$ cat src/rtl/mem_arb_pkg.sv
// mem_arb_pkg
//   Shared types and defaults for the IF/MEM memory port arbiter.
//   arb_state_t    : sequencer state (IDLE / REQ / WAIT)
//   owner_t        : which requester owns the outstanding transaction
//   STARVE_MAX_DEF : default number of consecutive lost IF arbitrations
//                    before IF is forced ahead of MEM
package mem_arb_pkg;

  typedef enum logic [1:0] {
    IDLE = 2'd0,
    REQ  = 2'd1,
    WAIT = 2'd2
  } arb_state_t;

  typedef enum logic {
    OWN_IF  = 1'b0,
    OWN_MEM = 1'b1
  } owner_t;

  localparam int unsigned STARVE_MAX_DEF = 4;

endpackage

$ cat src/rtl/arb_starve_ctr.sv
// arb_starve_ctr
//   Saturating counter of consecutive IF arbitration losses.
//   Ports:
//     clk    in  clock
//     rst    in  asynchronous active-low reset (count -> 0)
//     clr    in  clear count (wins over inc)
//     inc    in  increment, saturating at MAX
//     at_max out count equals MAX
module arb_starve_ctr
  import mem_arb_pkg::*;
#(
  parameter int unsigned MAX = STARVE_MAX_DEF
) (
  input  logic clk,
  input  logic rst,
  input  logic clr,
  input  logic inc,
  output logic at_max
);

  localparam int unsigned W = (MAX < 1) ? 1 : $clog2(MAX + 1);

  logic [W-1:0] cnt_reg;
  logic [W-1:0] cnt_next;

  always_comb begin
    cnt_next = cnt_reg;
    if (clr) begin
      cnt_next = '0;
    end else if (inc && (cnt_reg != W'(MAX))) begin
      cnt_next = cnt_reg + 1'b1;
    end
  end

  always_ff @(posedge clk or negedge rst) begin
    if (!rst) begin
      cnt_reg <= '0;
    end else begin
      cnt_reg <= cnt_next;
    end
  end

  assign at_max = (cnt_reg == W'(MAX));

endmodule

$ cat src/rtl/mem_port_arbiter.sv
// mem_port_arbiter
//   Shares one multi-cycle 64-bit memory port between the fetch stage (IF)
//   and the memory stage (MEM). One transaction outstanding at most;
//   MEM wins arbitration unless IF starvation protection forces IF ahead.
//
//   Optional feature macro: MEM_PORT_ARB_STARVE_EN
//     defined   -> after STARVE_MAX consecutive MEM grants that IF lost,
//                  the next arbitration goes to IF
//     undefined -> strict MEM priority, no counter
//
//   Ports:
//     clk, rst                 clock, asynchronous active-low reset
//     if_valid/if_addr         IF read request (held until if_ready)
//     if_ready                 IF request accepted (1-cycle pulse)
//     if_flush                 drop response of the accepted IF transaction
//     if_rvalid/if_rdata       IF response: 32-bit word selected by addr[2]
//     mem_valid/mem_addr/mem_we/mem_wdata   MEM load/store request
//     mem_ready                MEM request accepted (1-cycle pulse)
//     mem_rvalid/mem_rdata     MEM response (load data or store ack)
//     m_req_valid/m_req_ready  memory request handshake
//     m_addr/m_we/m_wdata      registered request fields
//     m_resp_valid/m_rdata     memory response
module mem_port_arbiter
  import mem_arb_pkg::*;
#(
  parameter int unsigned ADDR_W     = 64,
  parameter int unsigned DATA_W     = 64,
  parameter int unsigned STARVE_MAX = STARVE_MAX_DEF
) (
  input  logic              clk,
  input  logic              rst,
  input  logic              if_valid,
  input  logic [ADDR_W-1:0] if_addr,
  output logic              if_ready,
  input  logic              if_flush,
  output logic              if_rvalid,
  output logic [31:0]       if_rdata,
  input  logic              mem_valid,
  input  logic [ADDR_W-1:0] mem_addr,
  input  logic              mem_we,
  input  logic [DATA_W-1:0] mem_wdata,
  output logic              mem_ready,
  output logic              mem_rvalid,
  output logic [DATA_W-1:0] mem_rdata,
  output logic              m_req_valid,
  input  logic              m_req_ready,
  output logic [ADDR_W-1:0] m_addr,
  output logic              m_we,
  output logic [DATA_W-1:0] m_wdata,
  input  logic              m_resp_valid,
  input  logic [DATA_W-1:0] m_rdata
);

  arb_state_t        state_reg, state_next;
  owner_t            owner_reg, owner_next;
  logic              drop_reg, drop_next;
  logic [ADDR_W-1:0] addr_reg, addr_next;
  logic              we_reg, we_next;
  logic [DATA_W-1:0] wdata_reg, wdata_next;
  logic              req_valid_reg, req_valid_next;

  logic grant_if;
  logic grant_mem;
  logic force_if;
  logic resp_fire;

`ifdef MEM_PORT_ARB_STARVE_EN
  logic starve_clr;
  logic starve_inc;
  logic starve_at_max;

  // A loss is only counted when IF was actually waiting; any idle cycle
  // without an IF request, or an IF grant, restarts the count.
  assign starve_clr = (state_reg == IDLE) && (!if_valid || grant_if);
  assign starve_inc = grant_mem && if_valid;

  arb_starve_ctr #(
    .MAX (STARVE_MAX)
  ) u_starve_ctr (
    .clk    (clk),
    .rst    (rst),
    .clr    (starve_clr),
    .inc    (starve_inc),
    .at_max (starve_at_max)
  );

  assign force_if = starve_at_max && if_valid;
`else
  logic unused_starve_cfg;
  assign unused_starve_cfg = (STARVE_MAX == 0);
  assign force_if          = 1'b0;
`endif

  // Grants are only possible in IDLE; gating with rst keeps the ready
  // pulses low while reset is held even though the state already reads IDLE.
  always_comb begin
    grant_mem = 1'b0;
    grant_if  = 1'b0;
    if (rst && (state_reg == IDLE)) begin
      if (mem_valid && !force_if) begin
        grant_mem = 1'b1;
      end else if (if_valid) begin
        grant_if = 1'b1;
      end
    end
  end

  assign resp_fire = (state_reg == WAIT) && m_resp_valid;

  always_comb begin
    state_next     = state_reg;
    owner_next     = owner_reg;
    drop_next      = drop_reg;
    addr_next      = addr_reg;
    we_next        = we_reg;
    wdata_next     = wdata_reg;
    req_valid_next = req_valid_reg;
    unique case (state_reg)
      IDLE: begin
        if (grant_mem) begin
          owner_next     = OWN_MEM;
          addr_next      = mem_addr;
          we_next        = mem_we;
          wdata_next     = mem_wdata;
          drop_next      = 1'b0;
          req_valid_next = 1'b1;
          state_next     = REQ;
        end else if (grant_if) begin
          owner_next     = OWN_IF;
          addr_next      = if_addr;
          we_next        = 1'b0;
          wdata_next     = '0;
          drop_next      = 1'b0;
          req_valid_next = 1'b1;
          state_next     = REQ;
        end
      end
      REQ: begin
        if ((owner_reg == OWN_IF) && if_flush) begin
          drop_next = 1'b1;
        end
        if (m_req_ready) begin
          req_valid_next = 1'b0;
          state_next     = WAIT;
        end
      end
      WAIT: begin
        if ((owner_reg == OWN_IF) && if_flush) begin
          drop_next = 1'b1;
        end
        if (m_resp_valid) begin
          drop_next  = 1'b0;
          state_next = IDLE;
        end
      end
      default: begin
        state_next     = IDLE;
        req_valid_next = 1'b0;
        drop_next      = 1'b0;
      end
    endcase
  end

  always_ff @(posedge clk or negedge rst) begin
    if (!rst) begin
      state_reg     <= IDLE;
      owner_reg     <= OWN_IF;
      drop_reg      <= 1'b0;
      addr_reg      <= '0;
      we_reg        <= 1'b0;
      wdata_reg     <= '0;
      req_valid_reg <= 1'b0;
    end else begin
      state_reg     <= state_next;
      owner_reg     <= owner_next;
      drop_reg      <= drop_next;
      addr_reg      <= addr_next;
      we_reg        <= we_next;
      wdata_reg     <= wdata_next;
      req_valid_reg <= req_valid_next;
    end
  end

  assign if_ready    = grant_if;
  assign mem_ready   = grant_mem;

  assign m_req_valid = req_valid_reg;
  assign m_addr      = addr_reg;
  assign m_we        = we_reg;
  assign m_wdata     = wdata_reg;

  // A flush arriving together with the response still swallows it, so the
  // live if_flush is folded in alongside the registered drop flag.
  assign mem_rvalid  = resp_fire && (owner_reg == OWN_MEM);
  assign if_rvalid   = resp_fire && (owner_reg == OWN_IF) && !drop_reg && !if_flush;

  assign mem_rdata   = mem_rvalid ? m_rdata : '0;
  assign if_rdata    = !if_rvalid ? 32'h0 :
                       (addr_reg[2] ? m_rdata[32 +: 32] : m_rdata[0 +: 32]);

endmodule

$ cat config.mk
export PLATFORM = sky130hd
export DESIGN_NAME = mem_port_arbiter
export DESIGN_NICKNAME = d
export VERILOG_FILES = /design/src/rtl/mem_arb_pkg.sv /design/src/rtl/arb_starve_ctr.sv /design/src/rtl/mem_port_arbiter.sv
export SDC_FILE = /design/constraint.sdc
export NUM_CORES = 1
export LEC_CHECK = 0
export ABC_AREA = 1
export CELL_PAD_IN_SITES_DETAIL_PLACEMENT = 1
export CELL_PAD_IN_SITES_GLOBAL_PLACEMENT = 1
export CORE_AREA = 10 10 183 185
export CTS_CLUSTER_DIAMETER = 120
export DETAILED_ROUTE_END_ITERATION = 6
export DIE_AREA = 0 0 193 195
export PLACE_DENSITY = 0.87
export SYNTH_ARGS = -nofsm -noshare
export SYNTH_HDL_FRONTEND = slang
export SYNTH_SLANG_ARGS = --single-unit
$ cat constraint.sdc
create_clock -name clk -period 3.7 [get_ports clk]
set_clock_uncertainty 0.1 [all_clocks]
set_input_delay 0.37 -clock clk [delete_from_list [all_inputs] [get_ports clk]]
set_output_delay 0.37 -clock clk [all_outputs]
set_load 0.01 [all_outputs]
=== After elaboration in Yosys (flattened, before gate mapping) ===
Index checks and enable logic that the tools add are counted.

* Output and inout bits: 230
* Word-level logic and storage cells: 56
* Flip-flop bits (word level): 134

* Bitwise logic cells: 2
* Reduce and logical (&&, ||, !) cells: 14
* Eq/ne operators: 5
* Mux-type cells: 28

{| class="wikitable"
|+ Operators with widths
! operator !! count
|-
| $mux 64 || 5
|-
| $mux 32 || 2
|-
| $mux 1 || 14
|-
| $mux 2 || 4
|-
| $logic_and 1x1->1 || 7
|-
| $pmux 1 s3 || 2
|-
| $pmux 2 s3 || 1
|-
| $reduce_and 3->1 || 2
|-
| $ne 2x2->1 const B || 2
|-
| $ne 3x3->1 const B || 1
|-
| $eq 2x1->1 const B || 1
|-
| $eq 2x2->1 const B || 1
|-
| $logic_not 1->1 || 2
|-
| $logic_not 2->1 || 1
|-
| $not 1->1 || 2
|-
| $reduce_and 2->1 || 1
|-
| $reduce_bool 2->1 || 1
|}

=== Longest topological paths before layout ===
* Depth in word-level cells: 6
* Depth in mapped cells: 10
* Gate-level depth less buffers: 9

=== Least setup slack after synthesis ===
No wires, ideal clock.

* Kind: register -> output
* Start: register state_reg[0]
* End: output port mem_rdata[10]
* Slack: 1.769 ns
* Stages on the path, launching flop included: 8
* Arrival time: 1.461 ns
* Path through: dfrtp_1 inv_1 ha_1 nand2_1 nor2_1 inv_2 clkbuf_1 nor2_1

* Longest elaborated chain between the ends: 4

{| class="wikitable"
|+ Ends and longest elaborated chain
! element !! line !! source
|-
| start, declared || mem_port_arbiter.sv:54 || <nowiki>arb_state_t state_reg, state_next;</nowiki>
|-
| start signal, assigned || mem_port_arbiter.sv:174 || <nowiki>state_reg <= state_next;</nowiki>
|-
| $eq 2x2->1 || mem_port_arbiter.sv:108 || <nowiki>assign resp_fire = (state_reg == WAIT) && m_resp_valid;</nowiki>
|-
| $logic_and 1x1->1 || mem_port_arbiter.sv:108 ||
|-
| $logic_and 1x1->1 || mem_port_arbiter.sv:194 || <nowiki>assign mem_rvalid = resp_fire && (owner_reg == OWN_MEM);</nowiki>
|-
| net mem_rvalid || mem_port_arbiter.sv:43 || <nowiki>output logic mem_rvalid,</nowiki>
|-
| $mux 64 || mem_port_arbiter.sv:197 || <nowiki>assign mem_rdata = mem_rvalid ? m_rdata : '0;</nowiki>
|-
| end, declared || mem_port_arbiter.sv:44 || <nowiki>output logic [DATA_W-1:0] mem_rdata,</nowiki>
|}

The timed path passes the listed nets, and every way through them passes these cells.

=== Worst setup path in the final report ===
* Start: register state_reg[0]
* End: output port mem_rdata[28]

* Longest elaborated chain between the ends: 4

{| class="wikitable"
|+ Ends and longest elaborated chain
! element !! line
|-
| $eq 2x2->1 || mem_port_arbiter.sv:108
|-
| $logic_and 1x1->1 || mem_port_arbiter.sv:108
|-
| $logic_and 1x1->1 || mem_port_arbiter.sv:194
|-
| $mux 64 || mem_port_arbiter.sv:197
|}

No other way between the ends.

==> flow_summary.json <==
{
  "status": "complete, no violations",
  "startpoint": "state_reg[0]$_DFFE_PN0P_",
  "max_cap_viol_count": 0,
  "row_count": 64,
  "synth-seq-cells": 134,
  "post_cts_buffers": 0,
  "fp.dieArea_um2": 37640,
  "switching_power_mw": 3.051,
  "swShare_pct": 37.79,
  "clk_pin_slew_ns": 0.06,
  "clkPwrFrac_pct": 19.9,
  "numCtsBuffers": 17,
  "antennaDiodeCount": 0,
  "dp.cells": 1823,
  "setup_viol": 0,
  "critPathKind": "reg -> out",
  "pwr-share-comb_pct": 48.0,
  "final_nets": 1716,
  "drt-initial-drc-count": 328,
  "r2r-start": "state_reg[0]$_DFFE_PN0P_",
  "die_h_um": 195,
  "dr.pass1.iters": 6,
  "final_cells": 1856,
  "period_share_pct": 82.86,
  "p_int_mw": 5.023,
  "viasPerCell": 4.298,
  "grt_pass1_wl_um": 50720,
  "synth_cell_types": 20,
  "synthToLayoutAreaGrowth_pct": 82.90,
  "initial_core_util_pct": 23.17,
  "wl_per_cell_um": 18.45,
  "routed_wl_um": 34250,
  "seqPwrFrac_pct": 32.0,
  "gp_congestion": 0.8791,
  "cts-htree-levels": 4,
  "synth-edff-count": 0,
  "worstMarginPinSlew_ns": 0.8245,
  "antenna_found_initial": 0,
  "drtAntennaViolNets": 0,
  "cts_root_buf": "clkbuf_16",
  "tns_ns": 0,
  "place_hpwl_um": 27820,
  "whs_ns": 0.3573,
  "syn_nets": 1249,
  "insertion_delay_ns": 0.42,
  "final_core_util_pct": 42.39,
  "place_ws_ns": 0.9302,
  "critPathMaxFanout": 30,
  "overflow": 0,
  "design_power_total_mw": 8.074,
  "critPathCaptureType": "output pin",
  "vias": 7978,
  "numPortBuffers": 493,
  "p_leak_nw": 6.178,
  "max_slew_margin_pct": 45.03,
  "async_reset_ff_share_pct": 100.0,
  "synth_cells": 980,
  "power_density_nw_per_um2": 634.3,
  "setup_ws_ns": 0.6340,
  "final_hold_viol_count": 0,
  "critPathArrivalTime_ns": 2.60,
  "track_usage_pct": 17.53,
  "die_w_um": 193,
  "drv_slew": 0,
  "synth_ff_type": "dfrtp_1",
  "drive_above_1_share_pct": 3.493,
  "cts_sinks": 134,
  "tritoncts": "yes",
  "cts_buffer_depth": 2,
  "ios": 494,
  "coreArea_um2": 30030,
  "yosysWarnings": 0,
  "min_path_type": "in -> async",
  "syn-cell-area_um2": 6959,
  "crit_required_ns": 3.23,
  "worstSetupStartpointType": "flip-flop",
  "grt_max_degree": 130,
  "fin_area_um2": 12730,
  "drc": 0,
  "placed_cell_area_um2": 12160,
  "rsz0062_at_grt": "no",
  "fin_crit_ns": 3.066,
  "synth_area_per_cell_um2": 7.101,
  "seq_area_frac_synth_pct": 48.18,
  "max_freq_mhz": 326.2,
  "grt_pass1_vias": 8735,
  "peakVddDrop_mv": 0.2601
}
[cell type report]
cell class,count,area (µm²)
clock buffer,20,466.7
inverter,141,529.3
multi-input combinational,647,2714
clock inverter,12,95.09
fill,3680,17300
timing repair buffer,506,5074
tap,396,495.5
sequential,134,3354
[timing repair]
action | in CTS | in global routing
endpoints found under the hold margin | 39 | 0
hold buffers | 1 | 0
resized for setup | 0 | 0
[cell families after synthesis]
family | synth area share (%)
AO/OA/AOI/OAI | 12.14
flip-flops | 48.18
adder cells (fa/ha/maj) | 0.8990
buffers and inverters | 12.93
AND/OR/NAND/NOR | 25.85
[layout by cell type (no fill, tap or decap), types with 4 or more instances in the layout]
cell and instances:
nor2_1 130, inv_1 138, dfrtp_1 133, o21ai_1 57
clkbuf_16 17, clkdlybuf4s50_1 492, o21ai_0 73, clkinvlp_4 4
nand2_1 340, buf_4 9, ha_1 5, a21oi_1 34
[synthesized netlist by cell type (3+ instances only)]
cell type,count,area share (%)
inv_1,139,7.5
buf_2,13,0.93
clkbuf_2,4,0.29
buf_1,3,0.16
nand3_1,3,0.22
nor2_1,130,7.0
clkbuf_1,18,0.97
a21oi_1,34,2.4
nand2_1,340,18
dfrtp_1,134,48
o21ai_0,73,5.2
o21ai_1,57,4.1
buf_4,5,0.54
buf_6,15,2.4
ha_1,5,0.90
[per-layer routing]
layer	GRT usage (%)	share of wire [%]
met5	0	0
met4	7.922	3.7
met3	5.364	7.8
met2	32.33	53
met1	17.52	36
[worst paths after layout]
path                                      endpoint  slack (ns)  cells after the start
hold / removal             m_wdata[28]$_DFFE_PN0P_        0.36                      2
hold reg to reg            m_wdata[45]$_DFFE_PN0P_        0.37                      2
setup / recovery                     mem_rdata[28]        0.63                      8
min in group clk           m_wdata[45]$_DFFE_PN0P_        0.37                      2
setup reg to reg           m_wdata[58]$_DFFE_PN0P_        1.55                      7
max in group asynchronous   m_addr[21]$_DFFE_PN0P_        1.98                      3
[worst max-delay path, stage by stage, from the launching register on]
cell and delay [ns]:
dfrtp_1 0.42, inv_1 0.12, ha_1 0.21, nand2_1 0.08, nor2_1 0.16, inv_2 0.23, buf_4 0.27, nor2_1 0.12
clkdlybuf4s50_1 0.55
[power by group through the flow]
stage,registers (mW),clock network [mW],logic [mW]
2_1_floorplan,2.81,0,1.35
3_3_place_gp,2.55,0,3.80
3_5_place_dp,2.60,0,3.93
4_1_cts,2.59,1.66,3.97
5_1_grt,2.69,1.74,4.23
6_report,2.59,1.61,3.88
(Power assumes the default switching activity.)
